## src/rtl/cellular_automaton_param_pkg.sv

```systemverilog
// Shared constants and operating-mode encoding for the 1-D cellular automaton.
package ca_pkg;
    localparam int RULE_WIDTH = 8;

    typedef enum logic [1:0] {
        LOAD = 2'd0,
        STEP = 2'd1,
        FREE = 2'd2
    } caState_t;
endpackage

```

## src/rtl/cellular_automaton_param_if.sv

```systemverilog
// Control/status bundle between the debounced front panel and the automaton core.
interface cellular_automaton_param_if #(
    parameter int WIDTH = 9,
    parameter int GEN_W = 16
);
    logic             sButton;
    logic             rButton;
    logic             loadOrRun;
    logic [WIDTH-1:0] slideSwitches;
    logic [7:0]       rule;
    logic             wrapEn;
    logic [WIDTH-1:0] currentLifeState;
    logic [GEN_W-1:0] generation;
    logic             stable;
    logic             running;

    modport master (
        output sButton, rButton, loadOrRun, slideSwitches, rule, wrapEn,
        input  currentLifeState, generation, stable, running
    );

    modport slave (
        input  sButton, rButton, loadOrRun, slideSwitches, rule, wrapEn,
        output currentLifeState, generation, stable, running
    );
endinterface

```

## src/rtl/cellular_automaton_param_next_gen.sv

```systemverilog
// Combinational next-generation computation: each cell looks up its 3-bit
// neighbourhood {left, self, right} in the rule byte.
module ca_next_gen
    import ca_pkg::*;
#(
    parameter int WIDTH = 9
) (
    input  logic [WIDTH-1:0]      cells,
    input  logic [RULE_WIDTH-1:0] rule,
    input  logic                  wrapEn,
    output logic [WIDTH-1:0]      nextCells
);
    genvar gi;
    generate
        for (gi = 0; gi < WIDTH; gi++) begin : gCell
            logic leftBit;
            logic rightBit;

            // Edge cells either wrap around the ring or see a dead neighbour.
            if (gi == WIDTH - 1) begin : gLeftEdge
                assign leftBit = wrapEn & cells[0];
            end else begin : gLeftInner
                assign leftBit = cells[gi+1];
            end

            if (gi == 0) begin : gRightEdge
                assign rightBit = wrapEn & cells[WIDTH-1];
            end else begin : gRightInner
                assign rightBit = cells[gi-1];
            end

            assign nextCells[gi] = rule[{leftBit, cells[gi], rightBit}];
        end
    endgenerate
endmodule

```

## src/rtl/cellular_automaton_param.sv

```systemverilog
// Elementary cellular automaton core: seed load, single-step and timed free-run
// with generation counting and fixed-point auto-halt.
module cellular_automaton_param
    import ca_pkg::*;
#(
    parameter int WIDTH    = 9,
    parameter int GEN_W    = 16,
    parameter int TICK_DIV = 25_000_000
) (
    input  logic clk,
    input  logic reset,
    cellular_automaton_param_if.slave bus
);
    localparam int TICK_W = (TICK_DIV > 1) ? $clog2(TICK_DIV) : 1;
    localparam logic [TICK_W-1:0] TICK_LAST = TICK_W'(TICK_DIV - 1);

    caState_t         stateReg, stateNext, curMode;
    logic [WIDTH-1:0] cellsReg, cellsNext;
    logic [WIDTH-1:0] nextGen;
    logic [GEN_W-1:0] genReg, genNext;
    logic [TICK_W-1:0] tickReg, tickNext;
    logic             stableReg, stableNext;
    logic             sPrevReg, rPrevReg;
    logic             sPulse, rPulse, advance;

    ca_next_gen #(.WIDTH(WIDTH)) uNextGen (
        .cells     (cellsReg),
        .rule      (bus.rule),
        .wrapEn    (bus.wrapEn),
        .nextCells (nextGen)
    );

    assign sPulse = bus.sButton & ~sPrevReg;
    assign rPulse = bus.rButton & ~rPrevReg;

    always_ff @(posedge clk or posedge reset) begin
        if (reset) begin
            stateReg  <= LOAD;
            cellsReg  <= '0;
            genReg    <= '0;
            tickReg   <= '0;
            stableReg <= 1'b0;
            sPrevReg  <= 1'b0;
            rPrevReg  <= 1'b0;
        end else begin
            stateReg  <= stateNext;
            cellsReg  <= cellsNext;
            genReg    <= genNext;
            tickReg   <= tickNext;
            stableReg <= stableNext;
            sPrevReg  <= bus.sButton;
            rPrevReg  <= bus.rButton;
        end
    end

    // The load/run switch overrides the registered mode immediately.
    always_comb begin
        curMode = LOAD;
        if (bus.loadOrRun) begin
            curMode = (stateReg == FREE) ? FREE : STEP;
        end
    end

    always_comb begin
        stateNext  = stateReg;
        cellsNext  = cellsReg;
        genNext    = genReg;
        tickNext   = tickReg;
        stableNext = stableReg;
        advance    = 1'b0;

        case (curMode)
            LOAD: begin
                stateNext  = LOAD;
                cellsNext  = bus.slideSwitches;
                genNext    = '0;
                stableNext = 1'b0;
                tickNext   = '0;
            end
            STEP: begin
                stateNext = STEP;
                advance   = sPulse;
                if (rPulse) begin
                    stateNext = FREE;
                    tickNext  = '0;
                end
            end
            FREE: begin
                if (tickReg == TICK_LAST) begin
                    tickNext = '0;
                    advance  = 1'b1;
                    if (nextGen == cellsReg) begin
                        stateNext = STEP;
                    end
                end else begin
                    tickNext = tickReg + 1'b1;
                end
                if (rPulse) begin
                    stateNext = STEP;
                end
            end
            default: stateNext = LOAD;
        endcase

        if (advance) begin
            cellsNext  = nextGen;
            stableNext = (nextGen == cellsReg);
            genNext    = (genReg == '1) ? genReg : genReg + 1'b1;
        end
    end

    assign bus.currentLifeState = cellsReg;
    assign bus.generation       = genReg;
    assign bus.stable           = stableReg;
    assign bus.running          = (stateReg == FREE);
endmodule

```

## src/flat_wrapper.sv

```systemverilog
// flat-port wrapper written by rule: the top's interface ports become plain ports
module cellular_automaton_param_flat import ca_pkg::*;
#(
    parameter int WIDTH    = 9,
    parameter int GEN_W    = 16,
    parameter int TICK_DIV = 25_000_000
)
  (clk, reset, bus_sButton, bus_rButton, bus_loadOrRun, bus_slideSwitches, bus_rule, bus_wrapEn, bus_currentLifeState, bus_generation, bus_stable, bus_running);
  cellular_automaton_param_if #(.WIDTH(WIDTH), .GEN_W(GEN_W)) bus_i ();
  input  logic clk;
  input  logic reset;
  input wire logic [$bits(bus_i.sButton)-1:0] bus_sButton;
  input wire logic [$bits(bus_i.rButton)-1:0] bus_rButton;
  input wire logic [$bits(bus_i.loadOrRun)-1:0] bus_loadOrRun;
  input wire logic [$bits(bus_i.slideSwitches)-1:0] bus_slideSwitches;
  input wire logic [$bits(bus_i.rule)-1:0] bus_rule;
  input wire logic [$bits(bus_i.wrapEn)-1:0] bus_wrapEn;
  output wire logic [$bits(bus_i.currentLifeState)-1:0] bus_currentLifeState;
  output wire logic [$bits(bus_i.generation)-1:0] bus_generation;
  output wire logic [$bits(bus_i.stable)-1:0] bus_stable;
  output wire logic [$bits(bus_i.running)-1:0] bus_running;
  assign bus_i.sButton = bus_sButton;
  assign bus_i.rButton = bus_rButton;
  assign bus_i.loadOrRun = bus_loadOrRun;
  assign bus_i.slideSwitches = bus_slideSwitches;
  assign bus_i.rule = bus_rule;
  assign bus_i.wrapEn = bus_wrapEn;
  assign bus_currentLifeState = bus_i.currentLifeState;
  assign bus_generation = bus_i.generation;
  assign bus_stable = bus_i.stable;
  assign bus_running = bus_i.running;
  cellular_automaton_param #(.WIDTH(WIDTH), .GEN_W(GEN_W), .TICK_DIV(TICK_DIV)) u_core (.clk(clk), .reset(reset), .bus(bus_i));
endmodule
```

## config.mk

```make
export PLATFORM = sky130hd
export DESIGN_NAME = cellular_automaton_param_flat
export DESIGN_NICKNAME = d
export VERILOG_FILES = /design/src/rtl/cellular_automaton_param_pkg.sv /design/src/rtl/cellular_automaton_param_if.sv /design/src/rtl/cellular_automaton_param_next_gen.sv /design/src/rtl/cellular_automaton_param.sv /design/src/flat_wrapper.sv
export SDC_FILE = /design/constraint.sdc
export NUM_CORES = 1
export LEC_CHECK = 0
export CAP_MARGIN = 5
export CORE_MARGIN = 3
export CORE_UTILIZATION = 45
export CTS_CLUSTER_SIZE = 25
export DETAILED_ROUTE_END_ITERATION = 7
export GPL_ROUTABILITY_DRIVEN = 1
export PLACE_DENSITY = 0.71
export SYNTH_ARGS = -nofsm -noshare
export SYNTH_HDL_FRONTEND = slang
export SYNTH_SLANG_ARGS = --single-unit
```

## constraint.sdc

```tcl
create_clock -name clk -period 4.27 [get_ports clk]
set_clock_uncertainty 0.15 [all_clocks]
set_input_delay 1.0675 -clock clk [delete_from_list [all_inputs] [get_ports clk]]
set_output_delay 1.0675 -clock clk [all_outputs]
set_load 0.01 [all_outputs]
```

## Word-level counts from Yosys, hierarchy flattened

Index checks and enable logic that the tools add are counted.

- Reductions and logical operators: 6
- Eq/ne operators: 10
- Muxes and demuxes: 37
- Bitwise gates (word level): 6
- $lt $le $gt $ge: 9
- Add/subtract/negate cells: 2

Operators with widths:

| operator | number |
|---|---|
| case mux 25 bit (3 select lines) | 1 |
| two-way mux 25 bit | 2 |
| two-way mux 16 bit | 3 |
| less-than comparator 3 x 4 -> 1 bit, second input constant | 9 |
| binary-select mux 1 bit (select 3 bit) | 9 |
| adder 25 x 1 -> 25 bit, second input constant | 1 |
| equality test 25 bit, second input constant | 1 |
| two-way mux 9 bit | 2 |
| adder 16 x 1 -> 16 bit, second input constant | 1 |
| equality test 16 bit, second input constant | 1 |
| two-way mux 1 bit | 12 |
| two-way mux 2 bit | 6 |
| equality test 9 bit | 1 |
| != test 3 x 1 -> 1 bit, second input constant | 2 |
| AND reduction 2 bit | 3 |
| bitwise AND 1 bit | 4 |
| equality test 2 bit, second input constant | 2 |
| case mux 2 bit (2 select lines) | 1 |
| nonzero test 3 bit | 1 |
| equality test 2 x 1 -> 1 bit, second input constant | 1 |
| zero test 2 bit | 1 |
| != test 2 x 1 -> 1 bit, second input constant | 1 |
| != test 2 bit, second input constant | 1 |
| inverter 1 bit | 2 |
| 2 further kinds | 2 |

- Logic and storage cells: 77
- Register bits: 55

## Longest topological paths before layout

Gate-level depths: netlist of the first run.

- Word-level depth: 8
- Gate-level depth with buffers: 9

## Cells and area by module

Synthesis of the first run repeated with hierarchy kept, for this count alone.

- Cell total of the unflattened synthesis: 422
- Area, all modules: 3769.9 um2

Modules (own cells, without submodules):

| module | area each (um2) | instances | cells each |
|---|---|---|---|
| cellular_automaton_param | 3179.3 | 1 | 336 |
| ca_next_gen | 590.6 | 1 | 86 |

## Worst setup path before layout of the first run

No wires, ideal clock.

- Path type: input to register
- From: in bus_rule[5]
- To: reg u_core.stateReg[1]
- Stages on the path: 8
- Arrival time: 2.578 ns
- Path slack: 1.407 ns
- Setup time: 0.135 ns
- Path through: clkbuf_1 > mux4_2 > mux2i_1 > xor2_1 > nand3_1 > nor4b_2 > and3_1 > o22ai_1

- Longest elaborated chain between the ends: 5
- Elaborated cells on any way between the ends: 21
- Classes of those cells: eq/ne: 2; mux: 18; reduce/logical: 1

RTL lines:

| item | line | text |
|---|---|---|
| start, declared | flat_wrapper.sv:16 | `input wire logic [$bits(bus_i.rule)-1:0] bus_rule;` |
| binary-select mux 1 bit (select 3 bit) | cellular_automaton_param_next_gen.sv:32 | `assign nextCells[gi] = rule[{leftBit, cells[gi], rightBit}];` |
| two-way mux 1 bit (implied by the code) | cellular_automaton_param_next_gen.sv:32 |  |
| equality test 9 bit (*) | cellular_automaton_param.sv:92 | `if (nextGen == cellsReg) begin` |
| != test 3 x 1 -> 1 bit (no source line) (*) | n/a |  |
| AND reduction 2 bit (no source line) (*) | n/a |  |
| end signal, assigned | cellular_automaton_param.sv:46 | `stateReg <= stateNext;` |
| end, declared | cellular_automaton_param.sv:17 | `caState_t stateReg, stateNext, curMode;` |

Every way passes the cells marked *; elsewhere a longest branch is shown, timed or not. The select of a mux whose other input is x is not followed.
A chain may end at the register's enable or synchronous reset.

## Worst setup path after layout of the first run

- From: in bus_rule[6]
- To: reg u_core.stateReg[1]

The elaborated chain is that of the path after synthesis.

==> summary.md, run 1 <==
| Metric | Value |
|---|---|
| Status | completed |
| Worst R2R Path Depth | 9 |
| Vias in the first global route | 2987 |
| Initial drt markers | 258 |
| Die ar. | 9030 um^2 |
| Clock latency on the worst-skew pair | 310 ps |
| Max-slew headroom | 51.8% |
| Area delta synth->final | 18.8% |
| Syn Nets | 435 |
| Count of cell types in the netlist | 57 |
| Routed WL | 8470 um |
| Share of post-route cells with drive strength above 1 | 8.39% |
| Met2 Use GR | 30.3% |
| Final min period | 3280 ps |
| Finished Layout Cells | 552 |
| Cell row count | 31 |
| Core Area | 7490 um^2 |
| Total internal power | 0.000775 W |
| # Post-CTS Setup Buffers | 0 |
| Pwr dens | 263 nW/um^2 |
| Most common cell after layout, fill and taps aside | dfrtp_1 |
| Routed vias/inst | 5.82 |
| Static Leak | 1.71 nW |
| Startpoint types | input port |
| RSZ-0062 raised after global routing | no |
| Main synth FF type | dfrtp_1 |
| CTS Buf Count | 5 |
| Gate Count Post-Synth | 410 |
| Placed Cells incl. Taps | 544 |
| Max capacitance violation total | 0 |
| Starting density of the core | 47.7% |
| Post-route ant nets | 0 |
| DRT Pass-1 Iters | 5 |
| Switching Fraction | 30.5% |
| Crit Reg-Reg Startpoint | u_core.tickReg[0] |
| PostCTS Resize Cnt | 0 |
| DR vias | 3210 |
| Hold path startpoint | u_core.tickReg[21] |
| Sw Pwr | 0.000340 W |
| GRT overflow | 0 |
| Hold endpoint | u_core.tickReg[21] |
| Register area share after synthesis | 38.6% |
| HP Class | reg2reg |
| Max rail drop VDD | 168 uV |
| Async S/R FF share, synth | 100% |
| H-tree lvl count | 2 |
| Largest net degree at the start of global routing | 29 |
| Power share of the clock group | 25.6% |
| Worst setup EP type | flip-flop |
| Grt met3 use | 2.76% |
| Worst flop-to-flop path endpoint | u_core.bus.generation[8] |
| CTS sink count | 55 |
| WS Path Type | in2reg |
| Number of top-level pins | 50 |
| Die X-Extent | 95.1 um |
| Dpl hpwl | 6300 um |
| # setup viols final | 0 |
| CP required | 4290 ps |
| Worst-Margin Slew | 716 ps |
| Mean Syn Cell Area | 8.70 um^2 |
| CTS Hold Bufs | 0 |
| Commonest cells after routing, fill and taps aside | 55 x dfrtp_1, 49 x clkdlybuf4s50_1, 48 x nand2_1 |
| CTS tree | built |
| Initial antenna violation count | 0 |
| Critical-path maximum fanout | 6 |
| Global routing usage on met1 | 27.8% |
| Setup tns final | 0 ps |
| Netlist Area Pre-Place | 3570 um^2 |
| # DRC | 0 |
| WP data arrival | 3300 ps |
| Synthesis Warnings | 0 |
| First-pass GRT wire length | 13900 um |
| Peak Freq | 305 MHz |
| R2R Setup Slk | 1550 ps |
| Clock Pin Slew Worst Setup and Hold Paths | 110 ps |
| Root Buffer | clkbuf_8 |
| Tot Pwr | 0.00112 W |
| GRT Total Usage | 19.3% |
| PortBufs | 49 |
| Fin. max-slew vios | 0 |
| GP Congestion | 0.991 |
| Post-DR wirelength/cell | 15.3 um |
| Clock Path Buffers | 2 |
| Seq pwr share | 51.6% |
| EDFF count, synth | 0 |
| Combinational fraction of design power | 22.8% |
| GRT busiest layer | met2 |
| N_diodes | 0 |
| Chip height | 95.1 um |
| Tcrit/Tclk final | 76.8% |
| Final net count | 477 |
| Hold depth | 1 |
| Final Hold Violating Endpoints | 0 |
| Synth Register Bits | 55 |
-- cells by family (layout without fill, tap and decap cells) --
kind of cell / Yosys count / after routing / synth area share [%]
fa+ha+maj: 2 / 2 / 0.701
xor+xnor: 27 / 27 / 6.63
mux: 21 / 21 / 8.52
simple gates: 177 / 177 / 25.3
buf+inv: 40 / 83 / 4.52
compound gates: 88 / 88 / 15.7
flops: 55 / 55 / 38.6
-- synth_stat cells (4+ instances only) --
| master | number | area share [%] |
|---|---|---|
| or3_1 | 4 | 0.70 |
| xnor2_1 | 11 | 2.7 |
| o21ai_0 | 27 | 3.8 |
| inv_1 | 17 | 1.8 |
| nor2b_1 | 4 | 0.70 |
| and3_1 | 6 | 1.1 |
| nand2_1 | 48 | 5.0 |
| nand4_1 | 9 | 1.6 |
| nor3_1 | 13 | 1.8 |
| mux2_2 | 5 | 1.6 |
| nor2_1 | 43 | 4.5 |
| xor2_1 | 16 | 3.9 |
| mux4_2 | 7 | 4.4 |
| nand3_1 | 18 | 2.5 |
| o31ai_1 | 5 | 1.1 |
| mux2i_1 | 9 | 2.5 |
| a21oi_1 | 23 | 3.2 |
| dfrtp_1 | 55 | 39 |
| o2111ai_1 | 4 | 0.98 |
| clkbuf_1 | 18 | 1.9 |
| and4_1 | 5 | 1.2 |
| nor4_1 | 4 | 0.70 |
| nand2b_1 | 7 | 1.2 |
| o211ai_1 | 5 | 1.1 |
-- cell type report --
cell class / count / area (um^2)
Multi-Input combinational cell: 315 / 2030
Tap cell: 99 / 124
Clock buffer: 5 / 68.8
Sequential cell: 55 / 1380
Fill cell: 689 / 3250
Inverter: 18 / 67.6
Clock inverter: 3 / 20.0
Timing Repair Buffer: 57 / 551
-- flip-flops by register name, summed over array words and instances, names as in the netlist --
register                     flops
u_core.bus.stable                1
u_core.rPrevReg                  1
u_core.bus.currentLifeState      9
u_core.tickReg                  25
u_core.stateReg                  2
u_core.sPrevReg                  1
u_core.bus.generation           16
-- power by group through the flow --
stage | Sequential (W) | Clock (W) | Combinational (W)
5_1_grt | 0.000579 | 0.000323 | 0.000279
3_5_place_dp | 0.000585 | 0 | 0.000253
4_1_cts | 0.000575 | 0.000300 | 0.000254
2_1_floorplan | 0.000561 | 0 | 0.000185
6_report | 0.000575 | 0.000286 | 0.000254
3_3_place_gp | 0.000584 | 0 | 0.000251
-- per-layer routing --
layer / vias up / wire length [um]
met2: 90 / 3880
met5: - / 0
met1: 1557 / 4080
met4: 0 / 80
li1: 1557 / -
met3: 6 / 431
-- how the worst max path moves through the flow --
stage,start,endpoint,slack [ps],cells past startpoint
CTS,bus_rule[7],u_core.stateReg[1],1100,8
floorplan,bus_rule[5],u_core.stateReg[1],1410,8
detailed placement,bus_rule[2],u_core.stateReg[1],770,8
finish,bus_rule[6],u_core.stateReg[1],990,8
global placement,bus_rule[1],u_core.stateReg[1],850,8
global route,bus_rule[0],u_core.stateReg[1],920,8
-- metrics by stage --
stage	hold WS, ps	instance area, um^2	util [%]	worst slack [ps]
after global placement	339	4150	55.4	846
after global routing	395	4240	56.6	921
after CTS	367	4240	56.6	1100
final	371	4240	56.6	990
after floorplan	311	3570	-	1410
after detailed placement	348	4150	55.4	768
-- critical path, stage by stage --
cell	delay (ps)
clkdlybuf4s50_1	590
inv_1	150
o21ai_0	250
mux4_2	280
nand2_1	50
nor4b_1	550
and3_1	280
o22ai_1	90
(Power assumes the default switching activity.)
==> run 2, diff against run 1 <==
--- a/config.mk
+++ b/config.mk
@@ -11,7 +11,7 @@
 export CTS_CLUSTER_SIZE = 25
 export DETAILED_ROUTE_END_ITERATION = 7
 export GPL_ROUTABILITY_DRIVEN = 1
-export PLACE_DENSITY = 0.71
+export PLACE_DENSITY = 0.73
 export SYNTH_ARGS = -nofsm -noshare
 export SYNTH_HDL_FRONTEND = slang
 export SYNTH_SLANG_ARGS = --single-unit
==> constraint.sdc (replaced) <==
create_clock -name clk -period 2.9 [get_ports clk]
set_clock_uncertainty 0.15 [all_clocks]
set_input_delay 0.725 -clock clk [delete_from_list [all_inputs] [get_ports clk]]
set_output_delay 0.725 -clock clk [all_outputs]
set_load 0.01 [all_outputs]
==> run 2 against run 1 <==
  * Global-route usage rose by 1.5 points
  * Combinational power rose by 60%
  * Final area rose by 4.3%
  * First-iteration DRC count fell by 15%
  * Power rose by 59%
  * Via count rose by 2.2%
  * Sequential cell count did not move
  * Clock-buffer cell count did not move
  * Clock power rose by 84%
  * Final cell count rose by 3.8%
  * Critical path type unchanged
  * Worst hold slack got worse by 3.0 ps
  * Worst setup slack got worse by 830 ps
==> summary.md, run 2 (synthesized netlist as in run 1, its figures left out) <==
| Metric | Value |
|---|---|
| Final net count | 498 (+4.4%) |
| Status | completed |
| Commonest cells after routing, fill and taps aside | 55 x dfrtp_1, 49 x clkdlybuf4s50_1, 48 x nand2_1 |
| Combinational fraction of design power | 23.0% (+0.2 points) |
| CP required | 2930 ps (-1360 ps) |
| Seq pwr share | 47.4% (-4.2 points) |
| Max-slew headroom | 66.8% (+15 points) |
| DRT Pass-1 Iters | 4 (-1) |
| Met3 wire length | 536 um (+24%) |
| Clock latency on the worst-skew pair | 310 ps (about the same) |
| HP Class | reg2reg |
| Static Leak | 1.82 nW (+6.7%) |
| Chip height | 95.1 um (unchanged) |
| GRT Total Usage | 20.8% (+1.5 points) |
| WP data arrival | 2770 ps (-530 ps) |
| Starting density of the core | 47.7% (unchanged) |
| Max reg flops | 25 (unchanged) |
| PortBufs | 49 (unchanged) |
| # DRC | 0 (unchanged) |
| CTS sink count | 55 (unchanged) |
| Placed Cells incl. Taps | 565 (+3.9%) |
| Worst-Margin Slew | 498 ps (-218 ps) |
| CP top delay family | multiplexers |
| Max capacitance violation total | 0 (unchanged) |
| Most common cell after layout, fill and taps aside | dfrtp_1 |
| Critical path origin | bus_rule[2] |
| First-pass GRT wire length | 15000 um (+8.0%) |
| CTS Hold Bufs | 0 (unchanged) |
| Worst-path cell chain | clkdlybuf4s50_1 > mux4_2 > mux2i_1 > xor2_1 > nand3_1 > nor4b_2 > and3_1 > o22ai_1 |
| CTS tree | built |
| Metal2 WL | 4180 um (+7.7%) |
| Crit Reg-Reg Startpoint | u_core.tickReg[0] |
| Worst flop-to-flop path endpoint | u_core.bus.currentLifeState[7] |
| Worst setup EP type | flip-flop |
| Finished Layout Cells | 573 (+3.8%) |
| Post-DR wirelength/cell | 15.6 um (+1.4%) |
| Largest Register | u_core.tickReg |
| WS Path Type | in2reg |
| WP depth | 8 (unchanged) |
| CP max stage delay | 490 ps (-100 ps) |
| Dpl cell area | 4310 um^2 (+3.8%) |
| Peak Freq | 365 MHz |
| Fill count | 645 (-6.4%) |
| Largest net degree at the start of global routing | 21 (-28%) |
| Max rail drop VDD | 189 uV (+13%) |
| DR vias | 3280 (+2.2%) |
| Dpl hpwl | 6670 um (+5.8%) |
| PostCTS Resize Cnt | 0 (unchanged) |
| Routed vias/inst | 5.72 (-1.6%) |
| Root Buffer | clkbuf_8 |
| Number of top-level pins | 50 (unchanged) |
| Sw Pwr | 0.000519 W (+53%) |
| H-tree lvl count | 2 (unchanged) |
| Top Metal Used | met4 |
| Initial antenna violation count | 0 (unchanged) |
| Clock Pin Slew Worst Setup and Hold Paths | 110 ps (about the same) |
| Design Area, Final | 4420 um^2 (+4.3%) |
| Startpoint types | input port |
| Switching Fraction | 29.3% (-1.2 points) |
| Die X-Extent | 95.1 um (unchanged) |
| CP endpoint | u_core.stateReg[1] |
| Fin. max-slew vios | 0 (unchanged) |
| RSZ-0062 raised after global routing | no |
| Clock Path Buffers | 2 (unchanged) |
| Setup tns final | 0 ps (unchanged) |
| Core Area | 7490 um^2 (unchanged) |
| Cell row count | 31 (unchanged) |
| Initial drt markers | 220 (-15%) |
| R2R Setup Slk | 270 ps (-1280 ps) |
| # Post-CTS Setup Buffers | 0 (unchanged) |
| Pwr dens | 401 nW/um^2 (+52%) |
| GP Congestion | 0.934 (-5.8%) |
| Routed WL | 8920 um (+5.2%) |
| Tcrit/Tclk final | 94.4% |
| Vias in the first global route | 3067 (+2.7%) |
| CTS Buf Count | 5 (unchanged) |
| Final min period | 2740 ps |
| Die ar. | 9030 um^2 (unchanged) |
| Power share of the clock group | 29.6% (+4.0 points) |
| Post-route ant nets | 0 (unchanged) |
| Final Hold Violating Endpoints | 0 (unchanged) |
| Total internal power | 0.00125 W (+62%) |
| Critical-path maximum fanout | 4 (-2) |
| # setup viols final | 0 (unchanged) |
| WP buf/inv | 1 (-1) |
| GRT overflow | 0 (unchanged) |
| Area delta synth->final | 23.9% |
| N_diodes | 0 (unchanged) |
| Share of post-route cells with drive strength above 1 | 12.4% (+4.1 points) |
| Worst R2R Path Depth | 8 (-1) |
| Slowest CP cell | mux4_2 |
| M1 wire length | 4070 um (-0.17%) |
run 2: layout make-up:
type,count,area [um^2],share of cell area (%)
repair buffers,78,708,16.0
clock buffers,5,68.8,1.56
clock inverters,3,46.3,1.05
inverters,18,67.6,1.53
multi-input cells,315,2030,45.9
flip-flops and latches,55,1380,31.1
well taps,99,124,2.80
run 2: how the worst min path moves through the flow:
stage / start / endpoint / cells past startpoint
after floorplan: u_core.tickReg[21] / u_core.tickReg[21] / 1
after CTS: u_core.tickReg[21] / u_core.tickReg[21] / 1
final: u_core.tickReg[21] / u_core.tickReg[21] / 1
after detailed placement: u_core.tickReg[21] / u_core.tickReg[21] / 1
after global placement: u_core.tickReg[22] / u_core.tickReg[22] / 1
after global routing: u_core.tickReg[21] / u_core.tickReg[21] / 1
run 2: per-stage QoR:
| step | utilization, % | total power (W) | setup WS, ps | hold WS (ps) |
|---|---|---|---|---|
| 4_1_cts | 59.1 | 0.00179 | 193 | 362 |
| 3_5_place_dp | 57.5 | 0.00126 | -140 | 342 |
| 3_3_place_gp | 57.5 | 0.00125 | -88.0 | 345 |
| 6_report | 59.1 | 0.00177 | 164 | 368 |
| 2_1_floorplan | - | 0.00110 | 379 | 311 |
| 5_1_grt | 59.1 | 0.00186 | 35.4 | 382 |
run 2: worst reg2reg max path, delay by kind of cell (launching register included):
kind                       cells  cell delay, ps
and+or+nand+nor                3             750
adders and majority gates      1             260
DFF                            1             420
AOI/OAI and AO/OA              4            1000
run 2: power groups by stage:
stage	registers [W]	clock network [W]	logic (W)
2_1_floorplan	0.000826	0	0.000273
3_3_place_gp	0.000853	0	0.000398
3_5_place_dp	0.000853	0	0.000404
4_1_cts	0.000839	0.000542	0.000407
5_1_grt	0.000846	0.000573	0.000445
6_report	0.000840	0.000525	0.000407
run 2: layer usage:
metal / GRT usage, % / up-vias
li1: - / 1605
met1: 30.3 / 1549
met2: 32.1 / 114
met3: 3.00 / 12
met4: 6.37 / 0
met5: 0 / -
